===== config.mk =====
export PLATFORM = sky130hd
export DESIGN_NAME = debounce_bank
export DESIGN_NICKNAME = d
export VERILOG_FILES = /design/src/rtl/debounce_pkg.sv /design/src/rtl/debounce_ch.sv /design/src/rtl/debounce_bank.sv
export SDC_FILE = /design/constraint.sdc
export NUM_CORES = 1
export LEC_CHECK = 0
export BUFFER_PORTS_ARGS = -buffer_cell sky130_fd_sc_hd__buf_2
export CAP_MARGIN = 20
export CORE_MARGIN = 2
export CORE_UTILIZATION = 30
export DETAILED_ROUTE_END_ITERATION = 10
export PLACE_DENSITY = 0.43
export SLEW_MARGIN = 30
export SYNTH_ARGS = -nofsm -noshare
export SYNTH_HDL_FRONTEND = slang
export SYNTH_HIERARCHICAL = 1
export SYNTH_SLANG_ARGS = --single-unit

===== constraint.sdc =====
create_clock -name CLK -period 2.79 [get_ports CLK]
set_input_delay 0.4185 -clock CLK [delete_from_list [all_inputs] [get_ports CLK]]
set_output_delay 0.4185 -clock CLK [all_outputs]
set_load 0.02 [all_outputs]

===== src/rtl/debounce_pkg.sv =====
// Shared definitions for the debounce bank: per-channel FSM encoding and counter sizing.
package debounce_pkg;

    typedef enum logic [0:0] {
        ST_STABLE = 1'b0,
        ST_SETTLE = 1'b1
    } ch_state_e;

    // Bits needed to hold values 0..n-1, never less than one.
    function automatic int unsigned cnt_width(input int unsigned n);
        return (n < 2) ? 1 : $clog2(n);
    endfunction

endpackage


===== src/rtl/debounce_ch.sv =====
// Single debounce channel: two-flop synchroniser, settle FSM, hold counter and
// registered level/press/release/long-press outputs.
module debounce_ch
    import debounce_pkg::*;
#(
    parameter int unsigned DB_CYC     = 500000,
    parameter int unsigned LONG_CYC   = 50000000,
    parameter logic        ACTIVE_LVL = 1'b0
) (
    input  logic clk,
    input  logic rst_n,
    input  logic in_raw,
    output logic level,
    output logic rise,
    output logic fall,
    output logic long_press
);

    localparam int unsigned SET_W  = cnt_width(DB_CYC);
    localparam int unsigned HOLD_W = cnt_width(LONG_CYC + 1);
    localparam logic [SET_W-1:0]  SET_LOAD = SET_W'(DB_CYC - 1);
    localparam logic [HOLD_W-1:0] HOLD_MAX = HOLD_W'(LONG_CYC);
    localparam logic              IDLE_LVL = ~ACTIVE_LVL;

    logic              sync1_q;
    logic              sync2_q;
    ch_state_e         state_q;
    ch_state_e         state_d;
    logic [SET_W-1:0]  set_cnt_q;
    logic [SET_W-1:0]  set_cnt_d;
    logic [HOLD_W-1:0] hold_q;
    logic [HOLD_W-1:0] hold_d;
    logic              out_q;
    logic              out_d;
    logic              rise_q;
    logic              rise_d;
    logic              fall_q;
    logic              fall_d;
    logic              long_q;
    logic              long_d;

    // Synchroniser resets to the idle level so a held press is re-debounced after reset.
    always_ff @(posedge clk or negedge rst_n) begin
        if (!rst_n) begin
            sync1_q <= IDLE_LVL;
            sync2_q <= IDLE_LVL;
        end else begin
            sync1_q <= in_raw;
            sync2_q <= sync1_q;
        end
    end

    always_ff @(posedge clk or negedge rst_n) begin
        if (!rst_n) begin
            state_q   <= ST_STABLE;
            set_cnt_q <= '0;
            hold_q    <= '0;
            out_q     <= IDLE_LVL;
            rise_q    <= 1'b0;
            fall_q    <= 1'b0;
            long_q    <= 1'b0;
        end else begin
            state_q   <= state_d;
            set_cnt_q <= set_cnt_d;
            hold_q    <= hold_d;
            out_q     <= out_d;
            rise_q    <= rise_d;
            fall_q    <= fall_d;
            long_q    <= long_d;
        end
    end

    always_comb begin
        state_d   = state_q;
        set_cnt_d = set_cnt_q;
        out_d     = out_q;
        rise_d    = 1'b0;
        fall_d    = 1'b0;
        hold_d    = hold_q;
        long_d    = 1'b0;

        unique case (state_q)
            ST_STABLE: begin
                if (sync2_q != out_q) begin
                    state_d   = ST_SETTLE;
                    set_cnt_d = SET_LOAD;
                end
            end
            ST_SETTLE: begin
                // Any return to the committed level mid-window is treated as bounce.
                if (sync2_q == out_q) begin
                    state_d   = ST_STABLE;
                    set_cnt_d = '0;
                end else if (set_cnt_q == '0) begin
                    state_d = ST_STABLE;
                    out_d   = sync2_q;
                    rise_d  = (sync2_q == ACTIVE_LVL);
                    fall_d  = (sync2_q != ACTIVE_LVL);
                end else begin
                    set_cnt_d = set_cnt_q - SET_W'(1);
                end
            end
            default: begin
                state_d   = ST_STABLE;
                set_cnt_d = '0;
            end
        endcase

        // Hold counter restarts on every commit and idles at zero while released.
        if (rise_d || fall_d || (out_q != ACTIVE_LVL)) begin
            hold_d = '0;
        end else if (hold_q != HOLD_MAX) begin
            hold_d = hold_q + HOLD_W'(1);
            long_d = (LONG_CYC != 0) && (hold_d == HOLD_MAX);
        end
    end

    assign level      = out_q;
    assign rise       = rise_q;
    assign fall       = fall_q;
    assign long_press = long_q;

endmodule


===== src/rtl/debounce_bank.sv =====
// Bank of N_CH independent debounce channels between board pins and UI control logic.
module debounce_bank
    import debounce_pkg::*;
#(
    parameter int unsigned N_CH       = 4,
    parameter int unsigned DB_CYC     = 500000,
    parameter int unsigned LONG_CYC   = 50000000,
    parameter logic        ACTIVE_LVL = 1'b0
) (
    input  logic            CLK,
    input  logic            RST_N,
    input  logic [N_CH-1:0] IN,
    output logic [N_CH-1:0] OUT,
    output logic [N_CH-1:0] RISE,
    output logic [N_CH-1:0] FALL,
    output logic [N_CH-1:0] LONG
);

    for (genvar g = 0; g < int'(N_CH); g++) begin : g_ch
        debounce_ch #(
            .DB_CYC     (DB_CYC),
            .LONG_CYC   (LONG_CYC),
            .ACTIVE_LVL (ACTIVE_LVL)
        ) u_ch (
            .clk        (CLK),
            .rst_n      (RST_N),
            .in_raw     (IN[g]),
            .level      (OUT[g]),
            .rise       (RISE[g]),
            .fall       (FALL[g]),
            .long_press (LONG[g])
        );
    end

endmodule


==> summary.md <==
| Metric | Value |
|---|---|
| Initial core utilization | `~30%` |
| DRC violations left | `0` |
| Outcome | `finished clean` |
| Post-synthesis instance area | `12,300 um^2` |
| Ratio of total power to cell area | `652 nW/um^2` |
| Post-Synthesis Cells | `1,314` |
| Maxcap violations | `0` |
| Wire length of the first global-routing pass | `roughly 50,000 um` |
| Switching power as a share of total power | `a little under a third` |
| Switching power of the nets | `~0.0028 W` |
| Fraction of final layout cells sized beyond drive strength 1 | `between 10% and 20%` |
| Starting DRC count in detailed routing | `between 500 and 600` |
| CTS Buf Count | `27` |
| Overall fraction of global-route tracks in use | `14.1%` |
| Filler Cell Count | `4,098` |
| Number of iterations in the first detailed-routing pass | `4` |
| Setup-failing EPs final | `0` |
| Power Internal | `around 0.0064 W` |
| Maximum operating frequency | `just under 400 MHz` |
| Skew final | `about 0.012 ns` |
| Count of hold buffers inserted by post-cts repair | `5` |
| Setup tns final | `0 ns` |
| Cell area after layout | `roughly 14,000 um^2` |
| Hold Violations, Final | `0` |
| Clock Root Buffer | `sky130_fd_sc_hd__clkbuf_16` |
| Sequential element share of the synthesized area | `42.5%` |
| Min Tclk post-route | `2.53 ns` |
| Top flip-flop cell by instance count after synthesis | `sky130_fd_sc_hd__dfrtp_1` |
| Number of synthesized flops with an enable pin | `0` |
| Number of distinct standard cells referenced by the synthesized netlist | `72` |
| H-Tree Level Count | `1` |
| Grt ovf | `0` |
| Area contributors post-synth | `sky130_fd_sc_hd__dfrtp_1 (40%), sky130_fd_sc_hd__nor2_1 (5.8%), sky130_fd_sc_hd__xor2_1 (5.4%), sky130_fd_sc_hd__xnor2_1 (4.5%), sky130_fd_sc_hd__nand2_1 (3.5%)` |
| Post-placement cell area | `13,100 um^2` |
| Register clock-pin slew on the reported worst setup and hold paths | `~0.050 ns` |
| Part of the total power dissipated in the clock network | `roughly two fifths` |
| Yosys top cell by area | `sky130_fd_sc_hd__dfrtp_1` |
| Antenna cells | `0` |
| Worst path required time | `between 3 and 4 ns` |
| Final routed wirelength across all metal layers | `29,000 um` |
| Seq. cell area | `~5200 um^2` |
| Unrepaired setup endpoints after global routing | `false` |
| Worst hold-check slack | `0.354 ns` |
| Proportion of synthesized flip-flops having asynchronous set or reset | `100%` |
| Input/output buffers | `21` |
| Clock tree from TritonCTS | `yes` |
| Number of cells upsized or downsized after cts | `0` |
| Crit path max fanout | `7` |
| Most common library cell in the layout ignoring fill and taps | `sky130_fd_sc_hd__dfrtp_1` |
| HPWL after DPL | `19,500 um` |
| Worst-case clock buffer depth | `3` |
| Number of antenna violations at the first check in global routing | `0` |
| Area of the core region | `40,600 um^2` |
| Total die area | `~43,000 um^2` |
| Capturing element type of the critical path | `flop` |
| Total I/O pin count | `22` |
| Via count normalized by instance count | `5.04` |
| Wire per inst | `approximately 15 um` |
| Final Net Count | `approximately 1,400` |
| Slew Viols, Final | `0` |
| CTS sink count | `between 200 and 250` |
| Number of placement rows | `74` |
| Combinational fraction of design power | `17.8%` |
| Top library cells by usage in the layout, fill and taps aside | `sky130_fd_sc_hd__dfrtp_1 (196), sky130_fd_sc_hd__nor2_1 (190), sky130_fd_sc_hd__nand2_1 (113)` |
| P&R area growth vs syn | `14.7%` |
| Total via count in the routed design | `~9,600` |
| Multi-input combinational cell area | `~6700 um^2` |
| Mean instance size in the synthesized netlist | `between 9 and 10 um^2` |
| Clock network latency to the later pin of the worst-skew pair | `around 0.54 ns` |
| Relative contribution of sequential cells to total power | `between 40% and 50%` |
| Final antenna-violating net count | `0` |
| Maximum number of pins on one net before global-route repair | `83` |
| Class of the tightest hold or removal check | `flop to flop` |
| Leakage power | `between 5 and 6 nW` |
| Final Power | `a little over 0.009 W` |
| Worst slew slack as a fraction of its limit | `54.6%` |
| Number of flip-flops and latches in the synthesized netlist | `208` |
| Worst Tran Pin Value | `about 0.7 ns` |
| Placer congestion estimate | `roughly 0.83` |
| Die height | `206 um` |
| Final standard cell utilization of the core | `approximately a third` |
| Number of global-route vias before repair | `between 9,000 and 10,000` |
| Yosys Warn Count | `6` |
| Area share of the largest cell type after synthesis | `around 40%` |
| Die extent in x | `approximately 210 um` |
| Element type at the critical path start | `flop` |
| Arrival time of data at the critical path endpoint | `2.99 ns` |
| Ratio of final minimum period to clock period | `between 90 and 100%` |
| Mapped Nets | `around 1,300` |
| Max VDD drop | `around 0.36 mV` |
| Post-CTS Setup Repair Bufs | `0` |
| Crit Path Class | `flop to flop` |
==> cells in the mapped netlist (5+ instances only) <==
cell and instances:
sky130_fd_sc_hd__mux2i_1 7, sky130_fd_sc_hd__nand3_1 57, sky130_fd_sc_hd__nand2_1 113, sky130_fd_sc_hd__clkbuf_1 27, sky130_fd_sc_hd__o2bb2ai_1 5, sky130_fd_sc_hd__xor2_1 75, sky130_fd_sc_hd__a21oi_1 47, sky130_fd_sc_hd__dfrtp_1 196
sky130_fd_sc_hd__xnor2_1 63, sky130_fd_sc_hd__o22ai_1 45, sky130_fd_sc_hd__and2_1 8, sky130_fd_sc_hd__nand2b_1 14, sky130_fd_sc_hd__nor2b_1 10, sky130_fd_sc_hd__nor4_1 30, sky130_fd_sc_hd__o21ai_0 25, sky130_fd_sc_hd__o21a_1 6
sky130_fd_sc_hd__or4_4 7, sky130_fd_sc_hd__inv_1 26, sky130_fd_sc_hd__o22a_1 7, sky130_fd_sc_hd__buf_4 9, sky130_fd_sc_hd__o211ai_1 5, sky130_fd_sc_hd__a31oi_1 11, sky130_fd_sc_hd__a21boi_0 5, sky130_fd_sc_hd__or3_1 17
sky130_fd_sc_hd__nor3b_1 11, sky130_fd_sc_hd__nand3b_1 16, sky130_fd_sc_hd__nand4_1 48, sky130_fd_sc_hd__a22o_1 7, sky130_fd_sc_hd__mux2_2 13, sky130_fd_sc_hd__nor4_4 11, sky130_fd_sc_hd__buf_2 17, sky130_fd_sc_hd__dfstp_2 12
sky130_fd_sc_hd__nor4b_1 9, sky130_fd_sc_hd__and3_1 10, sky130_fd_sc_hd__ha_1 20, sky130_fd_sc_hd__nor3_1 48, sky130_fd_sc_hd__o21ba_2 6, sky130_fd_sc_hd__nor2_1 190
==> worst paths after layout <==
kind                                                    startpoint                                     to  slack [ns]  cells past startpoint
worst max-delay path            g_ch[3].u_ch/hold_q[1]$_DFFE_PN0P_      g_ch[3].u_ch/long_press$_DFF_PN0_        0.26                      7
worst min-delay path                g_ch[3].u_ch/sync1_q$_DFF_PN1_         g_ch[3].u_ch/sync2_q$_DFF_PN1_        0.35                      0
worst max register to register  g_ch[3].u_ch/hold_q[1]$_DFFE_PN0P_      g_ch[3].u_ch/long_press$_DFF_PN0_        0.26                      7
worst min register to register      g_ch[3].u_ch/sync1_q$_DFF_PN1_         g_ch[3].u_ch/sync2_q$_DFF_PN1_        0.35                      0
max in group asynchronous                                    RST_N         g_ch[3].u_ch/sync2_q$_DFF_PN1_        1.51                      3
min in group asynchronous                                    RST_N  g_ch[0].u_ch/set_cnt_q[4]$_DFFE_PN0P_        0.46                      2
==> stage by stage <==
| step | cells | setup WS, ns |
|---|---|---|
| 2_1_floorplan | 1314 | 0.490 |
| 3_3_place_gp | 1848 | 0.376 |
| 3_5_place_dp | 1848 | 0.276 |
| 4_1_cts | 1902 | 0.257 |
| 5_1_grt | 1902 | 0.0697 |
| 6_report | 1902 | 0.264 |
==> logic make-up after synthesis <==
| kind of cell | synth area share (%) |
|---|---|
| AOI/OAI and AO/OA | 10.7 |
| xor gates and xnor gates | 9.85 |
| adders and majority gates | 2.04 |
| buffers and inverters | 3.23 |
| DFF | 42.5 |
| muxes | 1.76 |
| and+or+nand+nor | 29.9 |
==> critical path, stage by stage, from the launching register on <==
cell and delay, ns:
sky130_fd_sc_hd__dfrtp_1 0.46, sky130_fd_sc_hd__ha_1 0.28, sky130_fd_sc_hd__nand2_2 0.15, sky130_fd_sc_hd__nor4_4 0.49, sky130_fd_sc_hd__mux2_2 0.38, sky130_fd_sc_hd__mux2_2 0.27, sky130_fd_sc_hd__nor4_1 0.20, sky130_fd_sc_hd__and4bb_1 0.23
==> final cells by class <==
class	instances	share of cell area, %
clock inverters	10	1.08
well taps	532	4.73
repair buffers	64	3.38
multi-input cells	1023	47.4
clock buffers	39	5.69
flip-flops and latches	208	37.1
inverters	26	0.693
==> registers in the layout, indices dropped and copies added (netlist names) <==
name	flops
g_ch.u_ch/rise	4
g_ch.u_ch/sync1_q	4
g_ch.u_ch/state_q	4
g_ch.u_ch/hold_q	104
g_ch.u_ch/level	4
g_ch.u_ch/fall	4
g_ch.u_ch/set_cnt_q	76
g_ch.u_ch/long_press	4
g_ch.u_ch/sync2_q	4
==> power groups by stage <==
stage | registers [W] | logic (W) | clock network, W
floorplan | 0.00365 | 0.00147 | 0
global placement | 0.00390 | 0.00165 | 0
detailed placement | 0.00389 | 0.00165 | 0
CTS | 0.00384 | 0.00166 | 0.00386
global route | 0.00391 | 0.00187 | 0.00397
finish | 0.00385 | 0.00164 | 0.00369
==> per-layer routing <==
layer,share of wire [%],track usage [%],vias to the layer above
met2,46,22.8,126
met1,49,19.7,4637
li1,-,-,4793
met3,3.4,2.38,35
met5,0,0,-
met4,1.9,3.01,0
Power figures use the tool's default switching activity.
